File: src/rtl/dct_pkg.sv
// Shared types and constants for the 8x8 DCT matrix-multiply sequencer.
// Holds the FSM state enum, block geometry, default MAC latency and write bundle.
package dct_pkg;

  localparam int DCT_N              = 8;
  localparam int DCT_ADDR_W         = 6;
  localparam int DCT_ISSUE_PER_PASS = 512;
  localparam int DCT_MAC_LAT        = 2;
  localparam int DCT_WR_W           = 8;

  typedef enum logic [2:0] {
    ST_IDLE,
    ST_PASS1,
    ST_DRAIN1,
    ST_PASS2,
    ST_DRAIN2,
    ST_DONE
  } dct_state_e;

  typedef struct packed {
    logic                  en;
    logic                  pass;
    logic [DCT_ADDR_W-1:0] addr;
  } dct_wr_t;

endpackage

File: src/rtl/dct_seq_delay.sv
// Fixed-depth shift register carrying the write bundle alongside the MAC pipe.
// Ports: clk, rst_n (sync, active-low), flush (sync clear), din[W], dout[W].
module dct_seq_delay
  import dct_pkg::*;
#(
  parameter int DEPTH = DCT_MAC_LAT,
  parameter int W     = DCT_WR_W
) (
  input  logic         clk,
  input  logic         rst_n,
  input  logic         flush,
  input  logic [W-1:0] din,
  output logic [W-1:0] dout
);

  logic [W-1:0] pipe [DEPTH];

  always_ff @(posedge clk) begin
    if (!rst_n || flush) begin
      for (int s = 0; s < DEPTH; s++) begin
        pipe[s] <= '0;
      end
    end else begin
      pipe[0] <= din;
      for (int s = 1; s < DEPTH; s++) begin
        pipe[s] <= pipe[s-1];
      end
    end
  end

  assign dout = pipe[DEPTH-1];

endmodule

File: src/rtl/dct_mm_sequencer.sv
// Two-pass 8x8 DCT address/strobe sequencer: row pass C*X, then column pass T*C^T.
// Ports: Clock, Reset_n (sync, active-low), start, abort in; busy, done, pass,
//   c_addr, d_addr, mac_en, mac_clr, wr_en, wr_pass, wr_addr out (all registered).
// Option: DCT_SEQ_PERF_CNT_EN adds cyc_cnt[15:0], busy cycles of the last block.
module dct_mm_sequencer
  import dct_pkg::*;
#(
  parameter int MAC_LAT = DCT_MAC_LAT
) (
  input  logic                  Clock,
  input  logic                  Reset_n,
  input  logic                  start,
  input  logic                  abort,
  output logic                  busy,
  output logic                  done,
  output logic                  pass,
  output logic [DCT_ADDR_W-1:0] c_addr,
  output logic [DCT_ADDR_W-1:0] d_addr,
  output logic                  mac_en,
  output logic                  mac_clr,
  output logic                  wr_en,
  output logic                  wr_pass,
`ifdef DCT_SEQ_PERF_CNT_EN
  output logic [DCT_ADDR_W-1:0] wr_addr,
  output logic [15:0]           cyc_cnt
`else
  output logic [DCT_ADDR_W-1:0] wr_addr
`endif
);

  localparam logic [8:0] CNT_LAST = 9'(DCT_ISSUE_PER_PASS - 1);
  localparam logic [2:0] LAT_LAST = 3'(MAC_LAT - 1);

  dct_state_e state_q, state_d;
  logic [8:0] cnt_q, cnt_d;
  logic [2:0] lat_q, lat_d;

  logic [2:0] i_d, j_d, k_d;
  logic       issue_d, col_d;
  logic       mac_clr_d;
  logic [DCT_ADDR_W-1:0] c_addr_d, d_addr_d;

  dct_wr_t wr_in, wr_out;

  // cnt is {i,j,k}, k innermost; lat times the drain gaps.
  always_comb begin : next_state
    state_d = state_q;
    cnt_d   = cnt_q;
    lat_d   = lat_q;
    unique case (state_q)
      ST_IDLE: begin
        if (start) begin
          state_d = ST_PASS1;
          cnt_d   = '0;
        end
      end
      ST_PASS1: begin
        if (cnt_q == CNT_LAST) begin
          state_d = ST_DRAIN1;
          cnt_d   = '0;
          lat_d   = '0;
        end else begin
          cnt_d = cnt_q + 9'd1;
        end
      end
      ST_DRAIN1: begin
        if (lat_q == LAT_LAST) begin
          state_d = ST_PASS2;
          lat_d   = '0;
        end else begin
          lat_d = lat_q + 3'd1;
        end
      end
      ST_PASS2: begin
        if (cnt_q == CNT_LAST) begin
          state_d = ST_DRAIN2;
          cnt_d   = '0;
          lat_d   = '0;
        end else begin
          cnt_d = cnt_q + 9'd1;
        end
      end
      ST_DRAIN2: begin
        if (lat_q == LAT_LAST) begin
          state_d = ST_DONE;
          lat_d   = '0;
        end else begin
          lat_d = lat_q + 3'd1;
        end
      end
      ST_DONE: state_d = ST_IDLE;
      default: state_d = ST_IDLE;
    endcase
    if (abort) begin
      state_d = ST_IDLE;
      cnt_d   = '0;
      lat_d   = '0;
    end
  end

  // Outputs are computed from the next state so they land in the same
  // register stage as the state itself.
  always_comb begin : next_out
    {i_d, j_d, k_d} = cnt_d;
    issue_d = (state_d == ST_PASS1) ||
              (state_d == ST_PASS2);
    col_d   = (state_d == ST_PASS2) ||
              (state_d == ST_DRAIN2) ||
              (state_d == ST_DONE);
    mac_clr_d = issue_d && (k_d == 3'd0);
    c_addr_d  = '0;
    d_addr_d  = '0;
    unique case (1'b1)
      state_d == ST_PASS1: begin
        c_addr_d = {i_d, k_d};
        d_addr_d = {k_d, j_d};
      end
      state_d == ST_PASS2: begin
        c_addr_d = {j_d, k_d};
        d_addr_d = {i_d, k_d};
      end
      default: ;
    endcase
  end

  always_ff @(posedge Clock) begin
    if (!Reset_n) begin
      state_q <= ST_IDLE;
      cnt_q   <= '0;
      lat_q   <= '0;
      busy    <= 1'b0;
      done    <= 1'b0;
      pass    <= 1'b0;
      mac_en  <= 1'b0;
      mac_clr <= 1'b0;
      c_addr  <= '0;
      d_addr  <= '0;
    end else begin
      state_q <= state_d;
      cnt_q   <= cnt_d;
      lat_q   <= lat_d;
      busy    <= (state_d != ST_IDLE);
      done    <= (state_d == ST_DONE);
      pass    <= col_d;
      mac_en  <= issue_d;
      mac_clr <= mac_clr_d;
      c_addr  <= c_addr_d;
      d_addr  <= d_addr_d;
    end
  end

  // cnt_q lines up with the visible issue, so k=7 here is the last product.
  always_comb begin
    wr_in = '0;
    if (mac_en && (cnt_q[2:0] == 3'd7)) begin
      wr_in.en   = 1'b1;
      wr_in.pass = pass;
      wr_in.addr = {cnt_q[8:6], cnt_q[5:3]};
    end
  end

  dct_seq_delay #(
    .DEPTH (MAC_LAT),
    .W     (DCT_WR_W)
  ) u_delay (
    .clk   (Clock),
    .rst_n (Reset_n),
    .flush (abort),
    .din   (wr_in),
    .dout  (wr_out)
  );

  assign wr_en   = wr_out.en;
  assign wr_pass = wr_out.pass;
  assign wr_addr = wr_out.addr;

`ifdef DCT_SEQ_PERF_CNT_EN
  always_ff @(posedge Clock) begin
    if (!Reset_n) begin
      cyc_cnt <= '0;
    end else if ((state_q == ST_IDLE) && start && !abort) begin
      cyc_cnt <= '0;
    end else if (busy) begin
      cyc_cnt <= cyc_cnt + 16'd1;
    end
  end
`endif

endmodule

File: config.mk
export PLATFORM = sky130hd
export DESIGN_NAME = dct_mm_sequencer
export DESIGN_NICKNAME = d
export VERILOG_FILES = /design/src/rtl/dct_pkg.sv /design/src/rtl/dct_seq_delay.sv /design/src/rtl/dct_mm_sequencer.sv
export SDC_FILE = /design/constraint.sdc
export NUM_CORES = 1
export LEC_CHECK = 0
export CORE_MARGIN = 1.5
export CORE_UTILIZATION = 47
export DETAILED_ROUTE_END_ITERATION = 6
export DONT_BUFFER_PORTS = 1
export GPL_ROUTABILITY_DRIVEN = 0
export PLACE_DENSITY_LB_ADDON = 0.08
export SYNTH_ARGS = -nofsm -noshare
export SYNTH_HDL_FRONTEND = slang
export SYNTH_SLANG_ARGS = --single-unit
File: constraint.sdc
create_clock -name Clock -period 2.75 [get_ports Clock]
set_clock_uncertainty 0.2 [all_clocks]
set_input_delay 0.6875 -clock Clock [delete_from_list [all_inputs] [get_ports Clock]]
set_output_delay 0.6875 -clock Clock [all_outputs]
set_load 0.02 [all_outputs]
==> flow_summary.toml, run 1 <==
[run_status]
status = "completed"

[placement]
post_dp_cell_area_sq_um = 1798
place_hpwl_um = 2383
dp.cells = 222
port_buffers = 0

[final_layout]
multi_input_comb_area_sq_um = 767.0
fin_cells = 230
final_layout_size_suffix_gt1_share_pct = 13.19
final_layout_fill_cell_count = 370
num_antenna_cells = 0
fin_util_pct = 52.27
area_delta_synth_final_pct = 6.496
storage_element_area_sq_um = 963.4
design.final.nets = 189
finish.instance_area_sq_um = 1928

[worst_setup_path]
critical_path_class = "reg -> reg"
critical_path_required_ps = 2780
crit_path_top_delay_cell = "sky130_fd_sc_hd__dfxtp_2"
timing.critical_path.arrival_ps = 2610
start_kind = "flip-flop"
r2r.worst_path.cells = 10
r2r_start = "cnt_q[0]"
timing.critical_path.to_type = "flip-flop"
max_stage_delay_ps = 370
critical_path.cell_chain = "ha_1 -> and3_1 -> and3_1 -> and3_4 -> ha_4 -> nand2_1 -> xor2_1 -> nor3_2 -> nand3b_1 -> o22ai_1"
reg2reg_to = "d_addr[0]"
top_fanout_value_on_the_critical_path = 6
crit_top_cell = "sky130_fd_sc_hd__and3_1"
rrSetupSlack_ps = 160

[die]
fp-row-count = 22
die_height_um = 65.07
floorplan.initialDensity_pct = 49.08
io_pins = 29
dieArea_sq_um = 4233
core_area_sq_um = 3689
die_width_um = 65.07

[routing]
remaining_drc_errors = 0
detail_route.wl_per_cell_um = 14.64
dr.first_iter.drc_count = 40
drt-vias-per-instance = 5.443
route.final.wire_length_um = 3367
final_antenna_net_count = 0
dr.pass1.iters = 4
vias_after_detailed_routing = 1252

[min_path]
hold_path_class = "reg -> reg"
hold_path_end = "u_delay.pipe[0][12]"
instance_count_along_the_most_critical_hold_path = 1
worstHoldStart = "u_delay.pipe[0][4]"

[clocking]
clkTransAtPathRegs_ps = 80
clock_latency_ps = 300
cts_max_path_buffers = 2
holdBufCountCts = 0
clock_tree_root_buffer_cell = "sky130_fd_sc_hd__clkbuf_8"
htreeDepth = 2
cts_buffers = 5
clkSinkCount = 48
cts_tree = "built"

[timing]
worst_pin_slew_ps = 524.9
endpoints_failing_setup = 0
maxSlewHeadroom_pct = 64.96
slew_viol_final = 0
report.final.hold_viol_count = 0
maxClockFrequency_ghz = 0.3867
tns_ps = 0
rsz0062_at_grt = "false"
final_worst_path_period_share_pct = 94.03
post-route-min-period_ps = 2586

[synthesis]
post_synth_fa_ha_maj_area_fraction_pct = 2.073
post_synth_xor_area_fraction_pct = 1.451
synthCells = 185
largest_family_of_logic_cells_by_synthesized_area = "simple AND/OR/NAND/NOR gates"
synthesis.area_sq_um = 1810
synthSimpleGateAreaFrac_pct = 22.60
synth_area_leaders = "sky130_fd_sc_hd__dfxtp_1, sky130_fd_sc_hd__and2_1, sky130_fd_sc_hd__nor2_1"
synth.cells.most_frequent = "sky130_fd_sc_hd__dfxtp_1, sky130_fd_sc_hd__nor2_1, sky130_fd_sc_hd__and2_1, sky130_fd_sc_hd__inv_1, sky130_fd_sc_hd__o22ai_1"
yosys.area.top_type = "sky130_fd_sc_hd__dfxtp_1"
netlist-cell-type-count = 43
async_flop_share_pct = 0
synth.yosys.seq_area_share_pct = 53.08
ys_warn_count = 0
syn_area_per_cell_sq_um = 9.786
synth_compound_area_share_pct = 13.55
post-synth-top-area-fraction_pct = 53.08
multiplexer_area_fraction_after_synthesis_pct = 0.5529
synth_top_flop_cell = "sky130_fd_sc_hd__dfxtp_1"
yosys_register_bits = 48
net_count_after_synthesis = 192
synthMostInstantiatedCell = "sky130_fd_sc_hd__dfxtp_1"
synth_enable_flop_cells = 0

[global_routing]
grt_first_pass_wirelength_um = 5740
gr-total-overflow = 0
grt_pass1_vias = 1229
largest_net_degree_at_the_start_of_global_routing = 15
antenna_violations_before_repair = 0
globalRouteTotalUtil_pct = 17.87

[pwr]
power.sequential.fraction_pct = 62.1
max-vdd-ir-drop_v = 0.0003426
switching_power_uw = 251.9
power_per_cell_area_nw_per_um2 = 588.5
clkPwrFrac_pct = 34.7
p_comb_share_pct = 3.2
leakage_uw = 0.0007599
power.internal_uw = 882.9
switching_share_pct = 22.20

[flow_run]
count_of_maximum_capacitance_violations = 0
[layout make-up]
class / count / share of cell area [%]
Inverter: 9 / 1.752
Multi-Input combinational cell: 115 / 39.78
Sequential cell: 48 / 49.97
Timing Repair Buffer: 3 / 1.168
Clock buffer: 5 / 3.569
Tap cell: 48 / 3.115
Clock inverter: 2 / 0.6489
[cell usage in the layout, fill, tap and decap left out, drive strengths merged, types with 3 or more instances in the layout]
cell type  Yosys  final
dfxtp         48     48
nor2          19     19
and2          16     16
inv            9      9
o22ai          7      7
o21ai          7      7
nand2          6      6
a21oi          6      6
and3           6      6
nand2b         5      5
nand3          5      5
clkbuf         4      5
nor3           4      4
a21o           3      3
buf            9      3
nor4           3      3
o211ai         3      3
nor3b          3      3
ha             3      3
[critical path, delay by kind of cell, from the launching register on]
family | cells | cell delay [ps]
AND/OR/NAND/NOR | 6 | 1190
XOR/XNOR | 1 | 200
AO/OA/AOI/OAI | 1 | 220
flip-flops | 1 | 370
adder cells (fa/ha/maj) | 2 | 330
[worst max path at each step]
stage	end	startpoint
floorplan	c_addr[4]	cnt_q[0]
global placement	d_addr[4]	cnt_q[0]
detailed placement	d_addr[0]	cnt_q[0]
CTS	d_addr[0]	cnt_q[0]
global route	d_addr[3]	cnt_q[0]
finish	d_addr[0]	cnt_q[0]
[kinds of logic (layout without fill, tap and decap cells)]
kind of cell,after synthesis,count (layout)
buffers and inverters,22,19
AND/OR/NAND/NOR,72,72
AO/OA/AOI/OAI,36,36
flip-flops,48,48
multiplexers,1,1
XOR/XNOR,3,3
adder cells (fa/ha/maj),3,3
[flip-flops by register name, indices dropped and copies added, names as in the netlist, 3 cells and up]
signal and flops:
d_addr 6, c_addr 6, u_delay.pipe 16, state_q 3, cnt_q 9, lat_q 3
[layer usage]
layer / GRT usage [%] / up-vias / share of wire (%)
li1: - / 627 / -
met1: 22.83 / 585 / 48
met2: 27.84 / 34 / 45
met3: 4.340 / 6 / 4.8
met4: 9.635 / 0 / 1.5
met5: 0 / - / 0
[through the flow]
| stage | power (uW) | hold slack (ps) | setup WS (ps) |
|---|---|---|---|
| after CTS | 1145 | 230.3 | 10.00 |
| final | 1135 | 228.7 | 164.1 |
| after floorplan | 748.5 | 205.7 | 298.6 |
| after detailed placement | 756.1 | 210.5 | -133.9 |
| after global routing | 1178 | 252.7 | 2.931 |
| after global placement | 755.8 | 207.7 | -95.94 |
[power by group through the flow]
stage	Clock, uW	Combinational, uW	Sequential (uW)
floorplan	0	29.5	719
global placement	0	34.6	721
detailed placement	0	34.9	721
CTS	405	35.0	705
global route	431	40.8	706
finish	394	36.1	705
[timing repair]
action	CTS	global route
buffers inserted	0	1
pin swaps	0	4
resized for setup	1	9
setup endpoints to repair	9	15
Power figures use the tool's default switching activity.
==> inputs of run 2 (changes only) <==
- DONT_BUFFER_PORTS: 1 -> unset
==> run 2 against run 1 <==
- clock power is 32% higher
- flip-flop and latch count did not move
- die area unchanged
- fmax is 0.70% lower
- design area rose by 16%
==> flow_summary.toml, run 2 (same netlist as run 1, synthesis figures left out) <==
[pwr]
max-vdd-ir-drop_v = 0.0003274
switching_share_pct = 20.27
power.sequential.fraction_pct = 55.1
clkPwrFrac_pct = 41.0
switching_power_uw = 258.1
power_per_cell_area_nw_per_um2 = 571.2
leakage_uw = 0.0008737
p_comb_share_pct = 3.9
power.internal_uw = 1015

[timing]
worst_pin_slew_ps = 509.8
post-route-min-period_ps = 2604
report.final.hold_viol_count = 0
endpoints_failing_setup = 0
slew_viol_final = 0
maxSlewHeadroom_pct = 65.96
hold_worst_slack_ps = 230.1
tns_ps = 0
final_worst_path_period_share_pct = 94.69
maxClockFrequency_ghz = 0.3840

[worst_setup_path]
timing.critical_path.arrival_ps = 2620
critical_path_class = "reg -> reg"
timing.critical_path.to_type = "flip-flop"
start_kind = "flip-flop"
top_fanout_value_on_the_critical_path = 6
critical_path_required_ps = 2770

[die]
die_width_um = 65.07
io_pins = 29
dieArea_sq_um = 4233
die_height_um = 65.07
core_area_sq_um = 3689
floorplan.initialDensity_pct = 49.08
fp-row-count = 22

[global_routing]
grt_pass1_vias = 1343
grt_first_pass_wirelength_um = 6189
largest_net_degree_at_the_start_of_global_routing = 16
antenna_violations_before_repair = 0
gr-total-overflow = 0
globalRouteTotalUtil_pct = 19.13

[final_layout]
storage_element_area_sq_um = 963.4
layout_top_registers = "u_delay.pipe (16), cnt_q (9)"
fin_util_pct = 60.45
largest_register_ff_count = 16
layout_commonest_cell = "sky130_fd_sc_hd__dfxtp_1"
final_layout_fill_cell_count = 339
fin_cells = 258
num_antenna_cells = 0
area_delta_synth_final_pct = 23.15
largest_register = "u_delay.pipe"
multi_input_comb_area_sq_um = 755.7
most_frequent_cells_in_the_layout = "sky130_fd_sc_hd__dfxtp_1, sky130_fd_sc_hd__clkdlybuf4s50_1, sky130_fd_sc_hd__nor2_1, sky130_fd_sc_hd__and2_1, sky130_fd_sc_hd__inv_1"
design.final.nets = 216
final_layout_size_suffix_gt1_share_pct = 10.00

[placement]
dp.cells = 249
place_hpwl_um = 2577
port_buffers = 28

[clocking]
cts_tree = "built"
cts_buffers = 5
clock_tree_root_buffer_cell = "sky130_fd_sc_hd__clkbuf_8"
holdBufCountCts = 0
cts_max_path_buffers = 2
clkTransAtPathRegs_ps = 90
clock_latency_ps = 300
clkSinkCount = 48
htreeDepth = 2

[min_path]
hold_path_class = "reg -> reg"

[routing]
final_antenna_net_count = 0
detail_route.wl_per_cell_um = 13.76
dr.first_iter.drc_count = 42
vias_after_detailed_routing = 1398
remaining_drc_errors = 0
drt-vias-per-instance = 5.419
route.final.wire_length_um = 3550
dr.pass1.iters = 4

[flow_run]
count_of_maximum_capacitance_violations = 0

[run_status]
status = "completed"
run 2: routing by layer:
| layer | global-route usage (%) | up-vias | wire length [um] |
|---|---|---|---|
| met3 | 4.167 | 7 | 248 |
| met4 | 8.594 | 0 | 57 |
| met1 | 23.52 | 660 | 1473 |
| met5 | 0 | - | 0 |
| met2 | 32.09 | 46 | 1770 |
| li1 | - | 685 | - |
run 2: path summary, 6_finish.rpt:
path / from / endpoint / slack (ps) / cells past startpoint
min reg2reg: u_delay.pipe[0][4] / u_delay.pipe[0][12] / 230 / 1
max: cnt_q[0] / d_addr[2] / 150 / 9
min: u_delay.pipe[0][4] / u_delay.pipe[0][12] / 230 / 1
max reg2reg: cnt_q[0] / d_addr[2] / 150 / 9
run 2: cell type report:
type | count | share of cell area (%)
tap | 48 | 2.694
clock inverter | 2 | 1.740
multi-input combinational | 115 | 33.89
timing repair buffer | 30 | 13.24
inverter | 9 | 1.515
clock buffer | 6 | 3.704
sequential | 48 | 43.21
run 2: metrics by stage:
stage | total power, uW | worst slack [ps] | area [sq um]
after floorplan | 748.5 | 298.6 | 1810
after global placement | 765.0 | 20.01 | 2071
after detailed placement | 766.3 | -48.64 | 2071
after CTS | 1282 | 22.76 | 2197
after global routing | 1316 | -1.516 | 2230
final | 1273 | 145.9 | 2230
run 2: worst max-delay path, cell delays in order, from the launching register on:
cell and delay, ps:
sky130_fd_sc_hd__dfxtp_2 350, sky130_fd_sc_hd__ha_1 210, sky130_fd_sc_hd__and3_1 200, sky130_fd_sc_hd__and3_1 200, sky130_fd_sc_hd__and3_1 210, sky130_fd_sc_hd__ha_4 190, sky130_fd_sc_hd__or3_1 410, sky130_fd_sc_hd__o2bb2ai_1 180
sky130_fd_sc_hd__o211ai_1 170, sky130_fd_sc_hd__o22ai_1 190
run 2: what timing repair did:
| action | in CTS | in global routing |
|---|---|---|
| setup buffers | 0 | 1 |
| setup endpoints to repair | 6 | 13 |
| cloned | 0 | 0 |
| pin swaps | 0 | 2 |
| gates resized for setup | 1 | 7 |
run 2: power by group through the flow:
stage | clock network (uW) | registers [uW] | logic, uW
floorplan | 0 | 719 | 29.5
global placement | 0 | 718 | 47.3
detailed placement | 0 | 718 | 48.3
CTS | 532 | 702 | 48.6
global route | 558 | 702 | 55.4
finish | 522 | 702 | 50.2
==> inputs of run 3 (changes only) <==
- CORE_MARGIN: 1.5 -> 2
==> run 3 against run 2 <==
- register-to-register slack barely moved
- utilization down 0.47 points
- highest routed layer unchanged
- via count down 1.6%
- non-clock buffer count is the same
- total power shrank 8.2%
==> flow_summary.toml, run 3 (same netlist as run 1, synthesis figures left out) <==
[final_layout]
most_frequent_cells_in_the_layout = "sky130_fd_sc_hd__dfxtp_1, sky130_fd_sc_hd__clkdlybuf4s50_1, sky130_fd_sc_hd__nor2_1, sky130_fd_sc_hd__and2_1, sky130_fd_sc_hd__inv_1"
final_layout_fill_cell_count = 333
fin_cells = 258
largest_register = "u_delay.pipe"
largest_register_ff_count = 16
area_delta_synth_final_pct = 22.18
num_antenna_cells = 0
design.final.nets = 216
final_layout_size_suffix_gt1_share_pct = 11.43
layout_top_registers = "u_delay.pipe (16), cnt_q (9)"
layout_commonest_cell = "sky130_fd_sc_hd__dfxtp_1"

[worst_setup_path]
top_fanout_value_on_the_critical_path = 6
timing.critical_path.arrival_ps = 2620
critical_path_required_ps = 2770
critical_path_class = "reg -> reg"
timing.critical_path.to_type = "flip-flop"
start_kind = "flip-flop"

[clocking]
clkSinkCount = 48
holdBufCountCts = 0
clock_tree_root_buffer_cell = "sky130_fd_sc_hd__clkbuf_8"
htreeDepth = 2
clock_latency_ps = 290
cts_tree = "built"
clkTransAtPathRegs_ps = 80
cts_buffers = 5
cts_max_path_buffers = 2

[global_routing]
grt_pass1_vias = 1326
grt_first_pass_wirelength_um = 5865
globalRouteTotalUtil_pct = 17.74
gr-total-overflow = 0
antenna_violations_before_repair = 0
largest_net_degree_at_the_start_of_global_routing = 15

[die]
core_area_sq_um = 3689
dieArea_sq_um = 4365
floorplan.initialDensity_pct = 49.08
die_height_um = 66.07
io_pins = 29
die_width_um = 66.07
fp-row-count = 22

[placement]
port_buffers = 28
dp.cells = 249
place_hpwl_um = 2488
place_ws_ps = -95.90

[run_status]
status = "completed"

[timing]
report.final.hold_viol_count = 0
endpoints_failing_setup = 0
post-route-min-period_ps = 2603
worst_pin_slew_ps = 493.3
maxClockFrequency_ghz = 0.3842
hold_worst_slack_ps = 228.2
maxSlewHeadroom_pct = 66.77
slew_viol_final = 0
final_worst_path_period_share_pct = 94.65
setup_slack_ps = 147.1

[flow_run]
count_of_maximum_capacitance_violations = 0

[routing]
final_antenna_net_count = 0
route.final.wire_length_um = 3565
drt-vias-per-instance = 5.333
vias_after_detailed_routing = 1376
met2_length_um = 1669
remaining_drc_errors = 0
dr.first_iter.drc_count = 62
dr.pass1.iters = 4
wirelength_met1_um = 1634
maxUsedRoutingLayer = "met4"
detail_route.wl_per_cell_um = 13.82
wl_met3_um = 199

[pwr]
switching_share_pct = 21.44
leakage_uw = 0.0008615
power.sequential.fraction_pct = 60.0
power_per_cell_area_nw_per_um2 = 528.4
clkPwrFrac_pct = 35.6
power.internal_uw = 918.2
max-vdd-ir-drop_v = 0.0003091
p_comb_share_pct = 4.3
switching_power_uw = 250.6
power_uw = 1169

[min_path]
hold_path_class = "reg -> reg"
run 3: cell types whose count changed in the layout (fill, tap and decap cells not counted), sizes merged:
cell | before | now
bufinv | 1 | 0
clkinv | 1 | 2
run 3: worst max-delay path: stages, from the launching register on:
cell	delay, ps
sky130_fd_sc_hd__dfxtp_2	370
sky130_fd_sc_hd__ha_1	170
sky130_fd_sc_hd__and3_1	190
sky130_fd_sc_hd__and3_4	200
sky130_fd_sc_hd__and3_4	190
sky130_fd_sc_hd__ha_4	160
sky130_fd_sc_hd__nand2_1	110
sky130_fd_sc_hd__xor2_1	200
sky130_fd_sc_hd__nor3_2	230
sky130_fd_sc_hd__nand3b_1	270
sky130_fd_sc_hd__o22ai_1	240
run 3: repair_timing:
item | CTS | global route
setup endpoints to repair | 7 | 14
cloned | 0 | 0
setup buffers | 0 | 1
endpoints found under the hold margin | 0 | 0
pin swaps | 0 | 3
resized for setup | 1 | 8
run 3: final cells by class:
class                      count  area [sq um]  share of cell area (%)
tap                           48         60.06                   2.715
inverter                       9         33.78                   1.527
clock buffer                   6         82.58                   3.733
multi-input combinational    115         767.0                   34.67
timing repair buffer          30         295.3                   13.35
sequential                    48         963.4                   43.55
clock inverter                 2         10.01                  0.4525
run 3: stage by stage:
stage | TNS [ps] | utilization, % | cell area (sq um)
finish | 0 | 59.97 | 2212
global route | -36.12 | 59.97 | 2212
CTS | 0 | 58.79 | 2168
detailed placement | -291.0 | 56.14 | 2071
global placement | -112.6 | 56.14 | 2071
floorplan | 0 | - | 1810
run 3: routing by layer:
metal,vias to the layer above,GRT usage [%]
met5,-,0
met4,0,8.418
met3,9,5.281
met2,44,28.03
met1,646,22.20
li1,677,-
run 3: worst paths after layout:
path / slack, ps / to / from / cells after the start
min reg2reg: 230 / u_delay.pipe[0][12] / u_delay.pipe[0][4] / 1
min: 230 / u_delay.pipe[0][12] / u_delay.pipe[0][4] / 1
max: 150 / d_addr[3] / cnt_q[0] / 10
max reg2reg: 150 / d_addr[3] / cnt_q[0] / 10
run 3: power groups by stage:
stage               sequential (uW)  clock, uW  combinational, uW
finish                          702        417               50.6
global route                    702        455               56.2
CTS                             702        425               48.5
detailed placement              718          0               48.2
global placement                718          0               47.2
floorplan                       719          0               29.5
